**src/rtl/maxpool2x2_stream.sv**
```systemverilog
// rtl/maxpool2x2_stream.sv - streaming 2x2/stride-2 signed max-pool stage
// Optional stall counter port stall_cnt enabled by MAXPOOL_STALL_CNT_EN.
module maxpool2x2_stream #(
    parameter int DATA_W = 8,
    parameter int IMG_W  = 16,
    parameter int IMG_H  = 16
) (
    input  logic              clk,
    input  logic              rst,
    input  logic              in_valid,
    output logic              in_ready,
    input  logic [DATA_W-1:0] in_data,
    output logic              out_valid,
    input  logic              out_ready,
    output logic [DATA_W-1:0] out_data,
    output logic              out_last
`ifdef MAXPOOL_STALL_CNT_EN
    ,
    output logic [15:0]       stall_cnt
`endif
);
    localparam int CW = $clog2(IMG_W);
    localparam int RW = $clog2(IMG_H);
    localparam int HW = IMG_W / 2;
    localparam int LW = (HW > 1) ? $clog2(HW) : 1;

    logic [CW-1:0]            col_q, col_d;
    logic [RW-1:0]            row_q, row_d;
    logic signed [DATA_W-1:0] pair_q, pair_d;
    logic                     out_valid_q, out_valid_d;
    logic signed [DATA_W-1:0] out_data_q, out_data_d;
    logic                     out_last_q, out_last_d;
    logic signed [DATA_W-1:0] linebuf_q [HW];

    logic                     accept, col_last, row_last, lb_we;
    logic [LW-1:0]            lb_idx;
    logic signed [DATA_W-1:0] px, pm, lb_rd, win;

    assign in_ready = !out_valid_q || out_ready;
    assign accept   = in_valid && in_ready;
    assign col_last = (col_q == CW'(IMG_W - 1));
    assign row_last = (row_q == RW'(IMG_H - 1));

    // Column pair index into the half-width buffer of even-row pair maxima
    assign lb_idx = LW'(col_q >> 1);
    assign px     = $signed(in_data);
    assign pm     = (pair_q > px) ? pair_q : px;
    assign lb_rd  = linebuf_q[lb_idx];
    assign win    = (lb_rd > pm) ? lb_rd : pm;

    always_comb begin
        col_d       = col_q;
        row_d       = row_q;
        pair_d      = pair_q;
        out_valid_d = out_valid_q && !out_ready;
        out_data_d  = out_data_q;
        out_last_d  = out_last_q;
        lb_we       = 1'b0;
        if (accept) begin
            if (col_last) begin
                col_d = '0;
                row_d = row_last ? '0 : row_q + RW'(1);
            end else begin
                col_d = col_q + CW'(1);
            end
            if (!col_q[0]) begin
                pair_d = px;
            end else if (!row_q[0]) begin
                lb_we = 1'b1;
            end else begin
                // A new window result overwrites any output being drained this cycle
                out_valid_d = 1'b1;
                out_data_d  = win;
                out_last_d  = row_last && col_last;
            end
        end
    end

    always_ff @(posedge clk or posedge rst) begin
        if (rst) begin
            col_q       <= '0;
            row_q       <= '0;
            pair_q      <= '0;
            out_valid_q <= 1'b0;
            out_data_q  <= '0;
            out_last_q  <= 1'b0;
        end else begin
            col_q       <= col_d;
            row_q       <= row_d;
            pair_q      <= pair_d;
            out_valid_q <= out_valid_d;
            out_data_q  <= out_data_d;
            out_last_q  <= out_last_d;
        end
    end

    always_ff @(posedge clk) begin
        if (lb_we) begin
            linebuf_q[lb_idx] <= pm;
        end
    end

    assign out_valid = out_valid_q;
    assign out_data  = out_data_q;
    assign out_last  = out_last_q;

`ifdef MAXPOOL_STALL_CNT_EN
    logic [15:0] stall_q;

    always_ff @(posedge clk or posedge rst) begin
        if (rst) begin
            stall_q <= '0;
        end else if (out_valid_q && !out_ready && stall_q != 16'hFFFF) begin
            stall_q <= stall_q + 16'd1;
        end
    end

    assign stall_cnt = stall_q;
`endif

endmodule

```
**config.mk**
```make
export PLATFORM = sky130hd
export DESIGN_NAME = maxpool2x2_stream
export DESIGN_NICKNAME = d
export VERILOG_FILES = /design/src/rtl/maxpool2x2_stream.sv
export SDC_FILE = /design/constraint.sdc
export NUM_CORES = 1
export LEC_CHECK = 0
export ABC_AREA = 0
export BUFFER_PORTS_ARGS = -buffer_cell sky130_fd_sc_hd__buf_2
export CORE_ASPECT_RATIO = 1.1
export CORE_MARGIN = 3
export CORE_UTILIZATION = 60
export CTS_CLUSTER_SIZE = 12
export DETAILED_ROUTE_END_ITERATION = 7
export PLACE_DENSITY = 0.88
export SLEW_MARGIN = 0
export SYNTH_ARGS = -nofsm -noshare
export SYNTH_HDL_FRONTEND = slang
export SYNTH_SLANG_ARGS = --single-unit
```
**constraint.sdc**
```tcl
create_clock -name clk -period 4.85 [get_ports clk]
set_input_delay 0.7275 -clock clk [delete_from_list [all_inputs] [get_ports clk]]
set_output_delay 0.7275 -clock clk [all_outputs]
set_load 0.05 [all_outputs]
```
==> flow_summary.json <==
{
  "final_core_util": 0.6849,
  "drive_above_1_share": 0.1988,
  "fin_setup_tns_ns": 0,
  "status": "complete, no violations",
  "crit_path_frequent_cell": "ha_1",
  "viasPerCell": 6.177,
  "clk_pin_slew_ns": 0.09,
  "die_y_um": 93.40,
  "grt_pass1_wl_um": 13040,
  "wl_per_cell_um": 19.10,
  "synthesis.area_mm2": 0.004166,
  "cpPeakStageDelay_ns": 0.59,
  "max_freq_ghz": 0.2490,
  "yosys.area.top_type": "edfxtp_1",
  "cts_root_buf": "clkbuf_8",
  "drtIter0Drc": 173,
  "synth.area.top_cells": "edfxtp_1 (46%), dfrtp_1 (16%), ha_1 (5.4%), mux4_2 (4.3%), mux2i_1 (4.1%)",
  "min_period_ns": 4.016,
  "crit_path_end_kind": "flip-flop",
  "post-dp-hpwl_um": 5652,
  "grt_overflow": 0,
  "worst_skew_pair.late_latency_ns": 0.36,
  "routed_wl_um": 8004,
  "ctsHtreeMaxLevel": 3,
  "cts_resized": 0,
  "synth.most_common_cell": "edfxtp_1",
  "synth_top_area_share": 0.4613,
  "die_w_um": 85.46,
  "rows": 31,
  "area_growth_pct": 9.670,
  "synth_area_per_cell_um2": 13.62,
  "ys_async_sr_fraction": 0.2889,
  "synthFlopType": "edfxtp_1",
  "synth-edff-count": 64,
  "yosysUniqueCellTypes": 47,
  "dp.cells": 403,
  "slew_violations": 0,
  "setup_viol": 0,
  "leakagePower_uw": 0.001799,
  "regArea_mm2": 0.002572,
  "holdWs_ns": 0.4873,
  "worstPathMaxFanout": 10,
  "synth.yosys.warnings": 0,
  "postCtsSetupBuffers": 0,
  "skew_ns": 0.01179,
  "critPathLaunchType": "primary input",
  "core_mm2": 0.006671,
  "worst_slew_pin_slew_ns": 1.032,
  "ys_seq_elements": 90,
  "antenna_found_initial": 0,
  "port_buffers": 22,
  "first_pass_iters": 4,
  "syn_nets": 336,
  "holdBufCountCts": 0,
  "crit_buf_inv": 3,
  "yosysSeqAreaShare": 0.6174,
  "p_per_area_mw_per_mm2": 674.3,
  "cp_top_family": "compound AO/OA/AOI/OAI gates",
  "rsz0062_at_grt": "false",
  "cts.sinks": 90,
  "fillers": 471,
  "multi_input_area_mm2": 0.001469,
  "drtAntennaViolNets": 0,
  "p_total_uw": 3081,
  "instances_no_fill": 419,
  "critical_path_class": "in2reg",
  "cp_slowest_cell": "a211oi_4",
  "fin_crit_sh": 0.8281,
  "grt_max_degree": 27,
  "first_global_vias": 2638,
  "initial_core_util": 0.6245,
  "cp_data_arrival_time_ns": 4.26,
  "cts_buffers": 9,
  "slew_headroom": 0.3121,
  "hold_viol": 0,
  "gp_congestion": 0.8703,
  "drc_errors": 0,
  "io_pins": 23,
  "cap_viol_max_count": 0,
  "nets": 362,
  "ir_drop_uv": 408.1,
  "dieArea_mm2": 0.007982,
  "min_path_type": "reg2reg",
  "crit_chain": "buf_2, inv_1, ha_1, nand2_1, a2111oi_4, a311oi_2, a211oi_4, mux2_4, ha_1, nand4_1, o32a_1, a21oi_1, a211oi_1, buf_4, and2b_1, a221o_1",
  "route.vias.total": 2588,
  "required_ns": 5.09,
  "n_antenna_cell": 0,
  "cts_tree": "built",
  "synth_commonest_cells": "edfxtp_1 (64), nand2_1 (30), dfrtp_1 (26), inv_1 (19), ha_1 (18)",
  "ctsLongestPathBuffers": 2,
  "grt_use_total": 0.2172,
  "syn_inst": 306
}
==> path summary, 6_finish.rpt <==
kind	start	endpoint	slack [ns]	cells after the start
max reg2reg	pair_q[5]	out_data[0]	0.93	14
min reg2reg	row_q[3]	row_q[3]	0.49	1
min in group asynchronous	rst	row_q[1]	0.57	2
min	row_q[3]	row_q[3]	0.49	1
max in group asynchronous	rst	col_q[3]	3.70	2
max	in_data[6]	out_data[0]	0.83	16
==> cells by family after synthesis <==
logic type / share of synthesized area
buffers and inverters: 0.03003
AOI/OAI and AO/OA: 0.09279
xor gates and xnor gates: 0.004205
muxes: 0.1174
DFF: 0.6174
adders and majority gates: 0.05406
and+or+nand+nor: 0.08409
==> power by group <==
group	internal, µW	switching [µW]	total, µW
registers	1070	179	1250
clock network	246	279	525
logic	511	794	1310
total	1830	1250	3080
==> routing by layer <==
layer | part of all wire | global-route usage | up-vias
li1 | - | - | 1193
met1 | 0.42 | 0.2757 | 1299
met2 | 0.51 | 0.3633 | 84
met3 | 0.051 | 0.04758 | 12
met4 | 0.016 | 0.08707 | 0
met5 | 0 | 0 | -
==> flip-flops by register name, summed over array words and instances, names as in the netlist <==
name,cells
linebuf_q,64
out_data,8
pair_q,8
col_q,4
row_q,4
out_last,1
out_valid,1
==> cell type report <==
class                      instances  area share
timing repair buffer              26     0.03067
inverter                          20     0.01643
sequential                        90      0.5630
clock buffer                       9     0.02711
clock inverter                     7     0.01889
tap                               82     0.02245
multi-input combinational        185      0.3215
==> through the flow <==
step | cell area, µm² | setup WS (ns)
floorplan | 4167 | 0.9497
detailed placement | 4359 | 0.5098
CTS | 4569 | 0.8871
global route | 4569 | 0.6893
global placement | 4359 | 0.7183
finish | 4569 | 0.8339
==> worst register-to-register path, stage by stage, from the launching register on <==
cell       delay (ns)
dfrtp_1          0.41
ha_1             0.31
nand2_1          0.13
a2111oi_4        0.36
a311oi_2         0.10
a211oi_4         0.59
mux2_4           0.41
ha_1             0.31
nand4_1          0.12
o32a_1           0.19
a21oi_1          0.21
a211oi_1         0.09
buf_4            0.19
and2b_1          0.15
a221o_1          0.25
==> cells in the final DEF (no fill, tap or decap), drive strengths merged, types with 2 or more instances in the layout <==
cell type	n
nor2b	3
nand3	7
a22oi	11
nor4	2
ha	18
o211ai	2
buf	26
nand4	2
mux2	12
o22ai	2
and2b	2
a211oi	3
clkinvlp	3
o21ai	22
nand2	30
nor3	2
and3	2
nand2b	4
nor2	15
mux2i	17
a21oi	9
xnor2	2
inv	22
edfxtp	64
dfrtp	26
clkbuf	9
mux4	8
(Power assumes the default switching activity.)
